$ cat config.mk
export PLATFORM = sky130hd
export DESIGN_NAME = button_debounce
export DESIGN_NICKNAME = d
export VERILOG_FILES = /design/src/rtl/button_debounce.sv
export SDC_FILE = /design/constraint.sdc
export NUM_CORES = 1
export LEC_CHECK = 0
export ABC_AREA = 1
export CORE_MARGIN = 3
export CORE_UTILIZATION = 37
export CTS_CLUSTER_SIZE = 8
export DETAILED_ROUTE_END_ITERATION = 7
export GPL_ROUTABILITY_DRIVEN = 1
export HOLD_SLACK_MARGIN = 0.06
export PLACE_DENSITY = 0.48
export SETUP_SLACK_MARGIN = 0.5
export SLEW_MARGIN = 10
export SYNTH_ARGS = -nofsm -noshare
export SYNTH_HDL_FRONTEND = slang
export SYNTH_SLANG_ARGS = --single-unit
export TNS_END_PERCENT = 1
$ cat constraint.sdc
create_clock -name clk -period 3.6 [get_ports clk]
set_clock_uncertainty 0.15 [all_clocks]
set_input_delay 0.72 -clock clk [delete_from_list [all_inputs] [get_ports clk]]
set_output_delay 0.72 -clock clk [all_outputs]
set_load 0.1 [all_outputs]
$ cat src/rtl/button_debounce.sv
// -----------------------------------------------------------------------------
// button_debounce
//
// Multi-channel push-button conditioner. Each raw active-low pin is passed
// through a two-flop synchroniser and then debounced: a new level is accepted
// only after it has been seen for DEB_CYCLES consecutive clocks. The clean
// level is presented active-low on `button`. One-cycle pulses mark each
// debounced press (1->0), each debounced release (0->1), and a press that has
// been held for LONG_CYCLES clocks (one pulse per press, no auto-repeat).
//
// Parameters:
//   N_BTN       number of independent channels
//   DEB_CYCLES  stable clocks needed to accept a new level (>= 2)
//   LONG_CYCLES clocks a debounced press is held before long_press (> DEB_CYCLES)
//
// Ports:
//   clk           system clock
//   rst           asynchronous active-low reset
//   button_raw    raw pins, active-low, asynchronous to clk
//   button        debounced level, active-low (all 1s out of reset)
//   press         one-cycle pulse in the first cycle button[i] reads 0
//   release_pulse one-cycle pulse in the first cycle button[i] reads 1
//                 (named this way because `release` is a reserved word)
//   long_press    one-cycle pulse when a press has been held LONG_CYCLES clocks
// -----------------------------------------------------------------------------
module button_debounce #(
  parameter int N_BTN       = 4,
  parameter int DEB_CYCLES  = 270_000,
  parameter int LONG_CYCLES = 27_000_000
) (
  input  logic             clk,
  input  logic             rst,
  input  logic [N_BTN-1:0] button_raw,
  output logic [N_BTN-1:0] button,
  output logic [N_BTN-1:0] press,
  output logic [N_BTN-1:0] release_pulse,
  output logic [N_BTN-1:0] long_press
);

  localparam int DW = $clog2(DEB_CYCLES);
  localparam int HW = $clog2(LONG_CYCLES + 1);

  localparam logic [DW-1:0] DEB_LAST  = DW'(DEB_CYCLES - 1);
  localparam logic [HW-1:0] LONG_MAX  = HW'(LONG_CYCLES);
  localparam logic [HW-1:0] LONG_LAST = HW'(LONG_CYCLES - 1);

  for (genvar gi = 0; gi < N_BTN; gi++) begin : g_chan
    logic          s1_q;
    logic          s2_q;
    logic          stable_q, stable_d;
    logic [DW-1:0] dcnt_q,   dcnt_d;
    logic [HW-1:0] hcnt_q,   hcnt_d;
    logic          press_q,  press_d;
    logic          rel_q,    rel_d;
    logic          long_q,   long_d;

    always_comb begin
      stable_d = stable_q;
      dcnt_d   = '0;
      // Any sample matching the accepted level leaves dcnt at zero, so only an
      // unbroken run of DEB_CYCLES differing samples can change the level.
      if (s2_q != stable_q) begin
        if (dcnt_q == DEB_LAST) begin
          stable_d = s2_q;
        end else begin
          dcnt_d = dcnt_q + 1'b1;
        end
      end

      // Pulses are registered alongside stable, so they line up with the
      // first cycle the new level is visible on button.
      press_d = stable_q & ~stable_d;
      rel_d   = ~stable_q & stable_d;

      // Hold counter saturates at LONG_CYCLES; the pulse is taken on the
      // step into saturation, which can only happen once per press.
      hcnt_d = '0;
      long_d = 1'b0;
      if (!stable_q) begin
        if (hcnt_q != LONG_MAX) begin
          hcnt_d = hcnt_q + 1'b1;
        end else begin
          hcnt_d = hcnt_q;
        end
        long_d = (hcnt_q == LONG_LAST);
      end
    end

    always_ff @(posedge clk or negedge rst) begin
      if (!rst) begin
        s1_q     <= 1'b1;
        s2_q     <= 1'b1;
        stable_q <= 1'b1;
        dcnt_q   <= '0;
        hcnt_q   <= '0;
        press_q  <= 1'b0;
        rel_q    <= 1'b0;
        long_q   <= 1'b0;
      end else begin
        s1_q     <= button_raw[gi];
        s2_q     <= s1_q;
        stable_q <= stable_d;
        dcnt_q   <= dcnt_d;
        hcnt_q   <= hcnt_d;
        press_q  <= press_d;
        rel_q    <= rel_d;
        long_q   <= long_d;
      end
    end

    assign button[gi]        = stable_q;
    assign press[gi]         = press_q;
    assign release_pulse[gi] = rel_q;
    assign long_press[gi]    = long_q;
  end

endmodule

## Word-level counts from Yosys, hierarchy flattened

Cells that the tools add are included.

| cells by class | value |
|---|---|
| $add $sub $neg | 8 |
| multiply operators | 0 |
| divide/modulo/power cells | 0 |
| $lt $le $gt $ge | 0 |
| equal/unequal tests | 16 |
| shifts and indexed selects | 0 |
| multiplexer cells | 28 |
| bitwise logic cells | 16 |
| reductions and logical operators | 4 |

Operators with widths:

| operator | count |
|---|---|
| 25-bit two-way mux | 8 |
| 19-bit two-way mux | 8 |
| 25-bit by 1-bit adder with 25-bit output, second input constant | 4 |
| 25-bit == test, second input constant | 4 |
| 25-bit inequality test, second input constant | 4 |
| 19-bit by 1-bit adder with 19-bit output, second input constant | 4 |
| 19-bit == test, second input constant | 4 |
| 1-bit two-way mux | 12 |
| 1-bit AND | 8 |
| 1-bit inverter | 8 |
| 2-bit nonzero test | 4 |
| 1-bit inequality test | 4 |

| word-level totals | value |
|---|---|
| register bits after elaboration | 200 |
| bits in latches | 0 |
| RAM bits | 0 |
| bits in read-only memories | 0 |
| input bits | 6 |
| output and inout port bits | 16 |
| memories | 0 |

## Depth between registers and ports, before layout

| depth | value |
|---|---|
| word-level depth | 5 |
| mapped depth | 9 |
| gate-level depth less buffers | 9 |

## Least setup slack after synthesis

No wires, ideal clock.

| timing | value |
|---|---|
| path type | reg-to-output |
| start point | reg g_chan[2].stable_q |
| end point | out button[2] |
| data arrival time | 0.830 ns |
| required time | 2.730 ns |
| setup slack | 1.900 ns |
| cell stages (with the launch flop) | 2 |
| cell sequence | dfstp_2 buf_4 |

RTL lines:

| what | RTL line | RTL |
|---|---|---|
| start: declaration | 50 | `logic stable_q, stable_d;` |
| start signal: assignment | 102 | `stable_q <= stable_d;` |
| end: declaration | 34 | `output logic [N_BTN-1:0] button,` |

No word-level cell between the ends.

## Worst setup path after layout

| timing | value |
|---|---|
| start point | reg g_chan[2].rel_q |
| end point | out release_pulse[2] |

RTL lines:

| what | RTL line | RTL |
|---|---|---|
| start: declaration | 54 | `logic rel_q, rel_d;` |
| start signal: assignment | 106 | `rel_q <= rel_d;` |
| end: declaration | 36 | `output logic [N_BTN-1:0] release_pulse,` |

No word-level cell between the ends.

==> results.sh <==
export IMPL_outcome="finished clean"
export IMPL_synth_edf_count=0
export IMPL_worstSetupPathType="reg2out"
export IMPL_fin_crit_ps=2794
export IMPL_htreeDepth=4
export IMPL_post_place_ws_ps=1280
export IMPL_hold_violations=0
export IMPL_grt_max_degree=77
export IMPL_wl_per_cell_um=12.26
export IMPL_fin_nets=1597
export IMPL_routed_wl_um=24300
export IMPL_antenna_found_initial=0
export IMPL_cts_sinks=200
export IMPL_slew_headroom=0.3397
export IMPL_yosysWarnings=0
export IMPL_cp_arrival_ps=1920
export IMPL_clk_latency_ps=440
export IMPL_seq_area_frac_synth=0.4447
export IMPL_synth_cells=1565
export IMPL_design_core_area_um2=29870
export IMPL_finalNonFillerCells=1982
export IMPL_required_ps=2730
export IMPL_dp_hpwl_um=17750
export IMPL_cts_resized_gates=0
export IMPL_drc=0
export IMPL_power_density_nw_per_um2=345.3
export IMPL_die_y_um=180.7
export IMPL_synth_xor_area_frac=0.04966
export IMPL_vdd_drop_max_v=0.0003135
export IMPL_worstPathCellList="clkdlybuf4s50_1"
export IMPL_synth_seq_cells=200
export IMPL_drtAntennaViolNets=0
export IMPL_cts_inserted_buffers=17
export IMPL_grt_usage=0.1553
export IMPL_gp_congestion=0.8486
export IMPL_drtIter0Drc=497
export IMPL_grt_first_pass_wirelength_um=42960
export IMPL_synth_ff_type="dfrtp_1"
export IMPL_fin_area_um2=12420
export IMPL_place_area_um2=11840
export IMPL_crit_fanout=1
export IMPL_min_period_over_period=0.7761
export IMPL_vias_per_cell=4.609
export IMPL_post_cts_repair_setup_buffers=0
export IMPL_port_buffers=21
export IMPL_worst_pin_slew_ps=987.4
export IMPL_tns_ps=0
export IMPL_post_synth_num_cell_types=34
export IMPL_synthMuxAreaShare=0
export IMPL_synth_most_common_cell="nand2_1"
export IMPL_synth_compound_area_frac=0.03104
export IMPL_synth_top_family_by_area="simple AND/OR/NAND/NOR gates"
export IMPL_fmax_mhz=357.9
export IMPL_synth_area_um2=11290
export IMPL_dpl_cell_count=1950
export IMPL_rsz0062_at_grt="false"
export IMPL_startpoint="g_chan[2].rel_q"
export IMPL_maxCapViolCount=0
export IMPL_grt_pass1_vias=8971
export IMPL_core_rowCount=63
export IMPL_hp_class="in2async"
export IMPL_overflow=0
export IMPL_finalSetupViolCount=0
export IMPL_io_pins=22
export IMPL_start_util=0.3779
export IMPL_die_w_um=180.7
export IMPL_cts_hold_buf=0
export IMPL_avgSynthCellArea_um2=7.213
export IMPL_yosys_area_top_type="dfrtp_1"
export IMPL_final_max_slew_viol_count=0
export IMPL_synth_fa_ha_area_frac=0.01330
export IMPL_slowest_delay_ps=1140
export IMPL_vias=9135
export IMPL_worstSetupEndpointType="output port"
export IMPL_worst_slack_ps=806.1
export IMPL_yosys_top_cells_count="nand2_1, nor2_1, dfrtp_1"
export IMPL_first_pass_iters=5
export IMPL_die_area_um2=32640
export IMPL_p_leak_nw=5.325
export IMPL_p_total_mw=4.289
export IMPL_critPathTopFamily="buffers and inverters"
export IMPL_slowest_stage="clkdlybuf4s50_1"
export IMPL_yosys_area_share_simple=0.3877
export IMPL_reg2reg_from="g_chan[2].stable_q"
export IMPL_drive_gt1_frac=0.07726
export IMPL_netlist_top_cells_area="dfrtp_1, nand2_1, nor2_1"
export IMPL_worstSetupStartpointType="flop"
export IMPL_antenna_cells=0
export IMPL_cts_max_path_buffers=2
export IMPL_cts_tree="built"
export IMPL_cp_num_buf_inv=1
export IMPL_syn2layout_area_growth_pct=10.04
export IMPL_root_buffer="clkbuf_16"
export IMPL_synth_top_area_share=0.4168
export IMPL_cts_clk_slew_worst_paths_ps=80
export IMPL_synth_nets=1583
export IMPL_async_reset_ff_frac=1.000
## path summary, 6_finish.rpt
path                                   endpoint  depth (start not counted)  slack, ps
setup / recovery               release_pulse[2]                          1        810
hold / removal             g_chan[0].hcnt_q[15]                          1        120
setup reg to reg           g_chan[2].dcnt_q[11]                          6       1380
hold reg to reg                  g_chan[3].s2_q                          0        200
max in group asynchronous    g_chan[3].stable_q                          2       2370
min in group clk                 g_chan[3].s2_q                          0        200
## report_power, final
part,switching (mW),internal (mW),total [mW],leakage (nW)
clock network,0.952,0.960,1.91,0.285
logic,0.0756,0.0249,0.101,2.36
registers,0.0127,2.26,2.28,2.68
## registers in the layout, indices dropped and copies added, names as in the netlist
register,cells
g_chan.stable_q,4
g_chan.press_q,4
g_chan.s2_q,4
g_chan.rel_q,4
g_chan.hcnt_q,100
g_chan.dcnt_q,76
g_chan.s1_q,4
g_chan.long_q,4
## cell usage in the layout (no fill, tap or decap), drive strengths merged
cell and count:
a21oi 30, and2 1, buf 8, clkbuf 19, clkdlybuf4s50 15, clkinv 6
clkinvlp 1, dfrtp 188, dfstp 12, ha 12, inv 179, nand2 440
nand3 87, nand3b 4, nand4 27, nor2 408, nor3 43, nor3b 4
nor4 2, nor4b 1, o21ai 40, or2 1, xnor2 22, xor2 42
## per-layer routing
metal  vias up  GRT usage  part of all wire
met3        14    0.02342             0.017
met2        70     0.2540              0.45
met4         0    0.03316            0.0098
met5         -          0                 0
li1       4870          -                 -
met1      4181     0.2194              0.52
## through the flow
| stage | hold WS, ps | utilization |
|---|---|---|
| 2_1_floorplan | 195.2 | - |
| 3_3_place_gp | 195.6 | 0.3963 |
| 3_5_place_dp | 197.2 | 0.3963 |
| 4_1_cts | 128.0 | 0.4158 |
| 5_1_grt | 149.1 | 0.4158 |
| 6_report | 117.9 | 0.4158 |
## cells by family (layout without fill, tap and decap cells)
family | Yosys count | after routing
buffers and inverters | 201 | 228
and+or+nand+nor | 1018 | 1018
adders and majority gates | 12 | 12
xor gates and xnor gates | 64 | 64
AOI/OAI and AO/OA | 70 | 70
DFF | 200 | 200
## layout make-up
class,count,area (um^2)
fillers,3070,17450
clock inverters,13,130.1
flip-flops and latches,200,5020
clock buffers,19,452.9
multi-input cells,1164,5438
inverters,173,650.6
well taps,390,488.0
repair buffers,23,242.7
Power figures use the tool's default switching activity.
